===== src/rtl/rr_arbiter_16_if.sv =====
// Bundle of request/grant signals between the 16-way round-robin arbiter and its requesters.
// Request is level-held; a grant stays valid until done_in or a request drop is seen in GRANT.
interface rr_arbiter_16_if;
   logic [15:0] req_in;
   logic        done_in;
   logic [3:0]  gnt_idx_out;
   logic        gnt_en_out;
   logic [15:0] gnt_onehot_out;
   logic        timeout_out;

   modport master (
      input  req_in,
      input  done_in,
      output gnt_idx_out,
      output gnt_en_out,
      output gnt_onehot_out,
      output timeout_out
   );

   modport slave (
      output req_in,
      output done_in,
      input  gnt_idx_out,
      input  gnt_en_out,
      input  gnt_onehot_out,
      input  timeout_out
   );
endinterface


===== src/rtl/rr_arbiter_16.sv =====
// 16-way round-robin arbiter with IDLE/GRANT FSM and registered index/one-hot grant.
// Optional grant hold timeout is compiled in with `define GRANT_TIMEOUT_EN.
module rr_arbiter_16 #(
   parameter int unsigned TIMEOUT_CYCLES = 15
) (
   input  logic              clk,
   input  logic              rst,
   rr_arbiter_16_if.master   bus,
   output logic              state_dbg
);

   typedef enum logic {
      IDLE  = 1'b0,
      GRANT = 1'b1
   } state_t;

   state_t     state;
   logic [3:0] ptr;
   logic [3:0] pick;
   logic [3:0] cand;
   logic       found;
   logic       any_req;
   logic       release_req;

   if (TIMEOUT_CYCLES < 1 || TIMEOUT_CYCLES > 255) begin : g_bad_timeout_cycles
      $error("rr_arbiter_16: TIMEOUT_CYCLES must be in 1..255");
   end

   assign any_req     = |bus.req_in;
   assign release_req = bus.done_in || !bus.req_in[bus.gnt_idx_out];
   assign state_dbg   = state;

   // First requester at or after ptr, wrapping modulo 16.
   always_comb begin
      pick  = ptr;
      cand  = ptr;
      found = 1'b0;
      for (int i = 0; i < 16; i++) begin
         cand = ptr + 4'(i);
         if (!found && bus.req_in[cand]) begin
            found = 1'b1;
            pick  = cand;
         end
      end
   end

`ifdef GRANT_TIMEOUT_EN
   logic [7:0] hold_cnt;
   logic       hold_expired;

   // hold_cnt counts completed GRANT cycles, so this is the last allowed one.
   assign hold_expired = (hold_cnt == 8'(TIMEOUT_CYCLES - 1));
`else
   assign bus.timeout_out = 1'b0;
`endif

   always_ff @(posedge clk) begin
      if (rst) begin
         state              <= IDLE;
         ptr                <= 4'd0;
         bus.gnt_idx_out    <= 4'd0;
         bus.gnt_en_out     <= 1'b0;
         bus.gnt_onehot_out <= 16'd0;
`ifdef GRANT_TIMEOUT_EN
         bus.timeout_out    <= 1'b0;
         hold_cnt           <= 8'd0;
`endif
      end else begin
`ifdef GRANT_TIMEOUT_EN
         bus.timeout_out <= 1'b0;
`endif
         case (state)
            IDLE: begin
               if (any_req) begin
                  state              <= GRANT;
                  bus.gnt_idx_out    <= pick;
                  bus.gnt_en_out     <= 1'b1;
                  bus.gnt_onehot_out <= 16'd1 << pick;
`ifdef GRANT_TIMEOUT_EN
                  hold_cnt           <= 8'd0;
`endif
               end
            end
            GRANT: begin
`ifdef GRANT_TIMEOUT_EN
               hold_cnt <= hold_cnt + 8'd1;
               if (release_req || hold_expired) begin
                  // A normal release wins over a simultaneous timeout.
                  bus.timeout_out <= !release_req;
`else
               if (release_req) begin
`endif
                  state              <= IDLE;
                  bus.gnt_en_out     <= 1'b0;
                  bus.gnt_onehot_out <= 16'd0;
                  ptr                <= bus.gnt_idx_out + 4'd1;
               end
            end
            default: state <= IDLE;
         endcase
      end
   end

endmodule


===== src/flat_wrapper.sv =====
// flat-port wrapper written by rule: the top's interface ports become plain ports
module rr_arbiter_16_flat 
#(
   parameter int unsigned TIMEOUT_CYCLES = 15
)
  (clk, rst, state_dbg, bus_req_in, bus_done_in, bus_gnt_idx_out, bus_gnt_en_out, bus_gnt_onehot_out, bus_timeout_out);
  rr_arbiter_16_if bus_i ();
  input  logic clk;
  input  logic rst;
  output logic state_dbg;
  input wire logic [$bits(bus_i.req_in)-1:0] bus_req_in;
  input wire logic [$bits(bus_i.done_in)-1:0] bus_done_in;
  output wire logic [$bits(bus_i.gnt_idx_out)-1:0] bus_gnt_idx_out;
  output wire logic [$bits(bus_i.gnt_en_out)-1:0] bus_gnt_en_out;
  output wire logic [$bits(bus_i.gnt_onehot_out)-1:0] bus_gnt_onehot_out;
  output wire logic [$bits(bus_i.timeout_out)-1:0] bus_timeout_out;
  assign bus_i.req_in = bus_req_in;
  assign bus_i.done_in = bus_done_in;
  assign bus_gnt_idx_out = bus_i.gnt_idx_out;
  assign bus_gnt_en_out = bus_i.gnt_en_out;
  assign bus_gnt_onehot_out = bus_i.gnt_onehot_out;
  assign bus_timeout_out = bus_i.timeout_out;
  rr_arbiter_16 #(.TIMEOUT_CYCLES(TIMEOUT_CYCLES)) u_core (.clk(clk), .rst(rst), .bus(bus_i), .state_dbg(state_dbg));
endmodule

===== config.mk =====
export PLATFORM = sky130hd
export DESIGN_NAME = rr_arbiter_16_flat
export DESIGN_NICKNAME = d
export VERILOG_FILES = /design/src/rtl/rr_arbiter_16_if.sv /design/src/rtl/rr_arbiter_16.sv /design/src/flat_wrapper.sv
export SDC_FILE = /design/constraint.sdc
export NUM_CORES = 1
export LEC_CHECK = 0
export ABC_AREA = 0
export CORE_UTILIZATION = 55
export DETAILED_ROUTE_END_ITERATION = 10
export GPL_TIMING_DRIVEN = 0
export PLACE_DENSITY = 0.84
export SYNTH_ARGS = -nofsm -noshare
export SYNTH_HDL_FRONTEND = slang
export SYNTH_SLANG_ARGS = --single-unit

===== constraint.sdc =====
create_clock -name clk -period 7.1 [get_ports clk]
set_input_delay 1.42 -clock clk [delete_from_list [all_inputs] [get_ports clk]]
set_output_delay 1.42 -clock clk [all_outputs]
set_load 0.02 [all_outputs]

After elaboration in Yosys (flattened, before gate mapping)
Cells that the tools add are included.
- reductions and logical operators: 36
- order comparisons: 17
- equal/unequal tests: 2
- muxes and demuxes: 73
- bitwise gates (word level): 1
- $add $sub $neg: 16
- shift operators: 1
- operator list (cell ; count):
    $lt 4x5->1 const B ; 17
    $bmux 1 s4 ; 17
    $mux 4 ; 15
    $mux 1 ; 36
    $add 4x4->4 const B ; 8
    $mux 16 ; 2
    $pmux 16 s2 ; 1
    $add 4x3->4 const B ; 4
    $logic_not 1->1 ; 16
    $reduce_or 16->1 ; 1
    $shl 1x4->16 const A ; 1
    $logic_and 1x1->1 ; 15
    $add 4x1->4 const B ; 2
    $add 4x2->4 const B ; 2
    $reduce_and 2->1 ; 3
    $pmux 1 s2 ; 2
    $ne 2x1->1 const B ; 1
    $ne 2x2->1 const B ; 1
    $logic_or 1x1->1 ; 1
    $not 1->1 ; 1
- bits of input ports: 19
- word-level logic and storage cells: 151
- output and inout port bits: 23
- flip-flop bits (word level): 26

Depth between registers and ports, before layout
- depth after elaboration: 51
- gate-level depth with buffers: 16

Least setup slack after synthesis
OpenSTA, ideal clock, no wires.
- kind: input-to-reg
- start: input port bus_req_in[11]
- end: register u_core.bus.gnt_onehot_out[0]
- setup slack: 2.597 ns
- path buffers: 2
- stages on the path: 10
- data arrival time: 4.368 ns
- data required time: 6.966 ns
- cell sequence: clkbuf_1 > mux4_1 > mux4_2 > nor3b_2 > nand3_1 > o311a_1 > a2111oi_4 > or2_2 > buf_2 > o41ai_1
- cells in the longest elaborated chain, start to end: 51
- elaborated cells on any way between the ends: 103
- those cells by class: eq/ne: 2; shift: 1; mux: 66; reduce/logical: 34
- RTL lines (what ; line ; source):
    from (decl) ; flat_wrapper.sv:11 ; input wire logic [$bits(bus_i.req_in)-1:0] bus_req_in;
    $bmux 1 s4 ; rr_arbiter_16.sv:40 ; if (!found && bus.req_in[cand]) begin
    $mux 1 (implied by the code) ; rr_arbiter_16.sv:40 ;
    $mux 1 ; rr_arbiter_16.sv:40 ;
    $logic_not 1->1 ; rr_arbiter_16.sv:40 ;
    $logic_and 1x1->1 ; rr_arbiter_16.sv:40 ;
    $mux 1 ; rr_arbiter_16.sv:40 ;
    $logic_not 1->1 ; rr_arbiter_16.sv:40 ;
    $logic_and 1x1->1 ; rr_arbiter_16.sv:40 ;
    (+35 left out) ; - ;
    $logic_and 1x1->1 ; rr_arbiter_16.sv:40 ;
    $mux 1 ; rr_arbiter_16.sv:40 ;
    $logic_not 1->1 ; rr_arbiter_16.sv:40 ;
    $logic_and 1x1->1 ; rr_arbiter_16.sv:40 ;
    $mux 4 ; rr_arbiter_16.sv:40 ;
    $shl 1x4->16 ; rr_arbiter_16.sv:78 ; bus.gnt_onehot_out <= 16'd1 << pick;
    $mux 16 ; rr_arbiter_16.sv:74 ; if (any_req) begin
    $pmux 16 s2 ; rr_arbiter_16.sv:72 ; case (state)
    to (signal assigned) ; rr_arbiter_16.sv:78 ;
    to (decl) ; rr_arbiter_16_if.sv:16 ; output gnt_onehot_out,
Several ways; a longest one is shown, not always the timed one. The select of a mux whose other input is x is not followed.
A chain may end at the register's enable or synchronous reset.

Worst setup path after layout
- start: register u_core.ptr[1]
- end: register u_core.bus.gnt_onehot_out[5]
- cells in the longest elaborated chain, start to end: 51
- elaborated cells on any way between the ends: 110
- those cells by class: add/sub: 15; shift: 1; mux: 64; reduce/logical: 30
- RTL lines (what ; line ; source):
    from (decl) ; rr_arbiter_16.sv:18 ; logic [3:0] ptr;
    from (signal assigned) ; rr_arbiter_16.sv:96 ; ptr <= bus.gnt_idx_out + 4'd1;
    branches (longest 47 deep; another with $add 4x1->4) ; - ;
    $mux 4 * ; rr_arbiter_16.sv:40 ;
    $shl 1x4->16 * ; rr_arbiter_16.sv:78 ;
    $mux 16 * ; rr_arbiter_16.sv:74 ;
    $pmux 16 s2 * ; rr_arbiter_16.sv:72 ;
Every way passes the cells marked *. The select of a mux whose other input is x is not followed.

==> reports/summary.txt <==
Core area: 0.006944 mm²
# setup viols final: 0
Main combinational cell family by area after synthesis: multiplexers
Antenna violations before repair: 0
FILL cells: 541
Utilization after layout: 66.43%
Top cell type's share of synthesized area: 20.64%
I/O Buffers: 40
Mean Syn Cell Area: 9.456 µm²
Warnings, synthesis: 0
Layout Nets: 499
Count of different cell masters after synthesis: 72
Cell Chain, Critical Path: buf_6 -> buf_6 -> clkinv_1 -> ha_1 -> clkbuf_1 -> mux4_2 -> mux4_2 -> buf_2 -> nand2_1 -> o211ai_1 -> a2111oi_0 -> a21oi_1 -> o32ai_1 -> o21ai_1 -> o41ai_1
Complex-gate fraction of the synthesized area: 21.57%
Synth Area in Simple Gates: 16.24%
Crit end category: register
Num CTS Buffers: 3
Post-CTS resize count: 0
Net count after synthesis: 454
Met1 usage: 47.47%
Gpl congestion: 0.9940
Routed WL: 12.96 mm
Num rows: 30
Critical path class: reg2reg
Clock slew at reported path FFs: 0.08 ns
Final TNS setup: 0 ns
Root Buffer Master: clkbuf_8
Startpoint types: register
Mux contribution to synthesized area: 38.24%
Met3 usage: 5.655%
Post-route worst setup slack: 1.641 ns
DRT Pass-1 Iters: 5
Global-route wire length before repair: 20.93 mm
Final min period: 5.459 ns
Sequential share of the synthesized area: 12.89%
Clk_lat worst skew: 0.27 ns
Die area: 0.007688 mm²
Dpl ws: 1.496 ns
Synth area leaders: mux4_2 21%, dfxtp_1 13%, mux2i_1 7.9%
CTS max path bufs: 2
H-tree depth: 1
Power per cell area: 515.3 mW/mm²
Die span in y: 87.68 µm
Post-CTS Setup Inserts: 0
RSZ-0062 raised after global routing: false
Largest net degree at the start of global routing: 15
Iteration-0 DRC Markers: 530
Commonest non-fill, non-tap cell in the layout: nand2_1
Max-Slew Margin vs Limit: 43.01%
Syn Inst Count: 427
Most common flop cell mapped by yosys: dfxtp_1
Total GRT Usage: 35.77%
Synth Cell Area: 0.004038 mm²
Die Width: 87.68 µm
Routed via count: 4181
Post-route cell area: 0.004613 mm²
Gr ovfl total: 0
# IOs: 42
Area leader, netlist: mux4_2
Max rail drop VDD: 303.9 µV
Synthesis-to-layout area growth: 14.25%
GR peak layer: met2
N_diodes: 0
Max-slew violation count: 0
Initial Utilization: 58.14%
Leak: 0.001584 µW
Crit path DAT: 5.61 ns
Max Freq: 0.1832 GHz
Fin. Hold Viols: 0
Xor and xnor area share after synthesis: 3.006%
Post-DP Area: 0.004558 mm²
Tightest Pin Transition: 0.8488 ns
Post-Synth Adder-Cell Area: 2.479%
Clock Skew: 0.002796 ns
Post-synth EDFFs: 0
Share of cells above drive strength 1: 20.17%
Tcrit/Tclk final: 76.89%
Via density: 7.374
Status: completed
Met2 usage: 59.52%
Post-DR wirelength/cell: 22.85 µm
Worst endpoint required time: 7.25 ns
Drt drc: 0
Worst Path Max Fanout: 10
Max Cap Viol: 0
Detailed placement HPWL: 9.754 mm
Async set or reset register ratio after synthesis: 0%
CTS tree: done
Most frequent cells in the layout: 45 x nand2_1, 40 x clkdlybuf4s50_1, 37 x mux4_2
Worst path max stage delay: 0.55 ns
Clk sink count: 26
Worst Hold Class: reg2reg
Slowest-stage cell, CP: ha_1
Routed Antenna Nets: 0
Register bit total from synthesis: 26
Cts hold-fix bufs: 0
Number of global-route vias before repair: 4084
[critical path: cells and delay by family (launching register included)]
kind / cells / cell delay [ns]
buf+inv: 5 / 1.49
flops: 1 / 0.42
mux: 2 / 0.92
simple gates: 1 / 0.10
fa+ha+maj: 1 / 0.55
compound gates: 6 / 1.85
[power by group]
| group | leakage (µW) | total (µW) | switching (µW) | internal (µW) |
|---|---|---|---|---|
| clock | 0.0000288 | 94.2 | 44.6 | 49.6 |
| sequential | 0.000212 | 229 | 41.0 | 188 |
| combinational | 0.00134 | 2050 | 1220 | 838 |
[cells by family after synthesis]
logic type	count (synthesis)
adders and majority gates	8
DFF	26
and+or+nand+nor	125
muxes	94
buffers and inverters	45
other	1
AOI/OAI and AO/OA	115
xor gates and xnor gates	13
[final cells by class]
type | instances | area [µm²] | share of cell area (%)
multi-input combinational | 356 | 3296 | 71.44
sequential | 26 | 520.5 | 11.28
inverter | 12 | 45.04 | 0.9764
timing repair buffer | 40 | 400.4 | 8.679
clock buffer | 4 | 55.05 | 1.193
tap | 96 | 120.1 | 2.604
buffer | 33 | 176.4 | 3.824
[worst paths after layout]
path | startpoint | endpoint | slack (ns) | cells after the start
worst max register to register | u_core.ptr[1] | u_core.bus.gnt_onehot_out[5] | 1.64 | 15
worst max-delay path | u_core.ptr[1] | u_core.bus.gnt_onehot_out[5] | 1.64 | 15
worst min-delay path | u_core.bus.gnt_onehot_out[4] | u_core.bus.gnt_onehot_out[4] | 0.46 | 2
worst min register to register | u_core.bus.gnt_onehot_out[4] | u_core.bus.gnt_onehot_out[4] | 0.46 | 2
[cells in the mapped netlist (4+ instances only)]
| cell type | n |
|---|---|
| nand2_1 | 45 |
| mux4_2 | 37 |
| mux2i_1 | 32 |
| a21oi_1 | 26 |
| dfxtp_1 | 26 |
| nor2_1 | 20 |
| clkbuf_1 | 17 |
| mux2_2 | 17 |
| o41ai_1 | 16 |
| nand3_1 | 13 |
| o21ai_0 | 10 |
| buf_2 | 9 |
| inv_1 | 9 |
| ha_1 | 8 |
| nor4_1 | 8 |
| xnor2_1 | 8 |
| mux4_1 | 7 |
| o21a_1 | 7 |
| nand2b_1 | 6 |
| nor3_1 | 6 |
| o211ai_1 | 6 |
| nor2b_1 | 5 |
| a211oi_1 | 4 |
| buf_6 | 4 |
| o211a_1 | 4 |
| or2_2 | 4 |
| xor2_1 | 4 |
[state kept, by name (all words and copies together) (netlist names)]
name and cells:
u_core.bus.gnt_idx_out 4, u_core.bus.gnt_en_out 1, u_core.state_dbg 1, u_core.bus.gnt_onehot_out 16
u_core.ptr 4
[metal layers]
layer	vias up	part of all wire, %
li1	1803	-
met4	0	2.4
met1	2039	40
met3	38	10
met5	-	0
met2	301	47
[per-stage QoR]
stage,total power (µW),std cells,hold slack (ns)
after floorplan,1730,427,0.5343
after global placement,2196,563,0.4346
after detailed placement,2222,563,0.4334
after CTS,2323,567,0.4580
after global routing,2513,567,0.4802
final,2377,567,0.4560
Note: power is estimated with default switching activity, not from simulation.
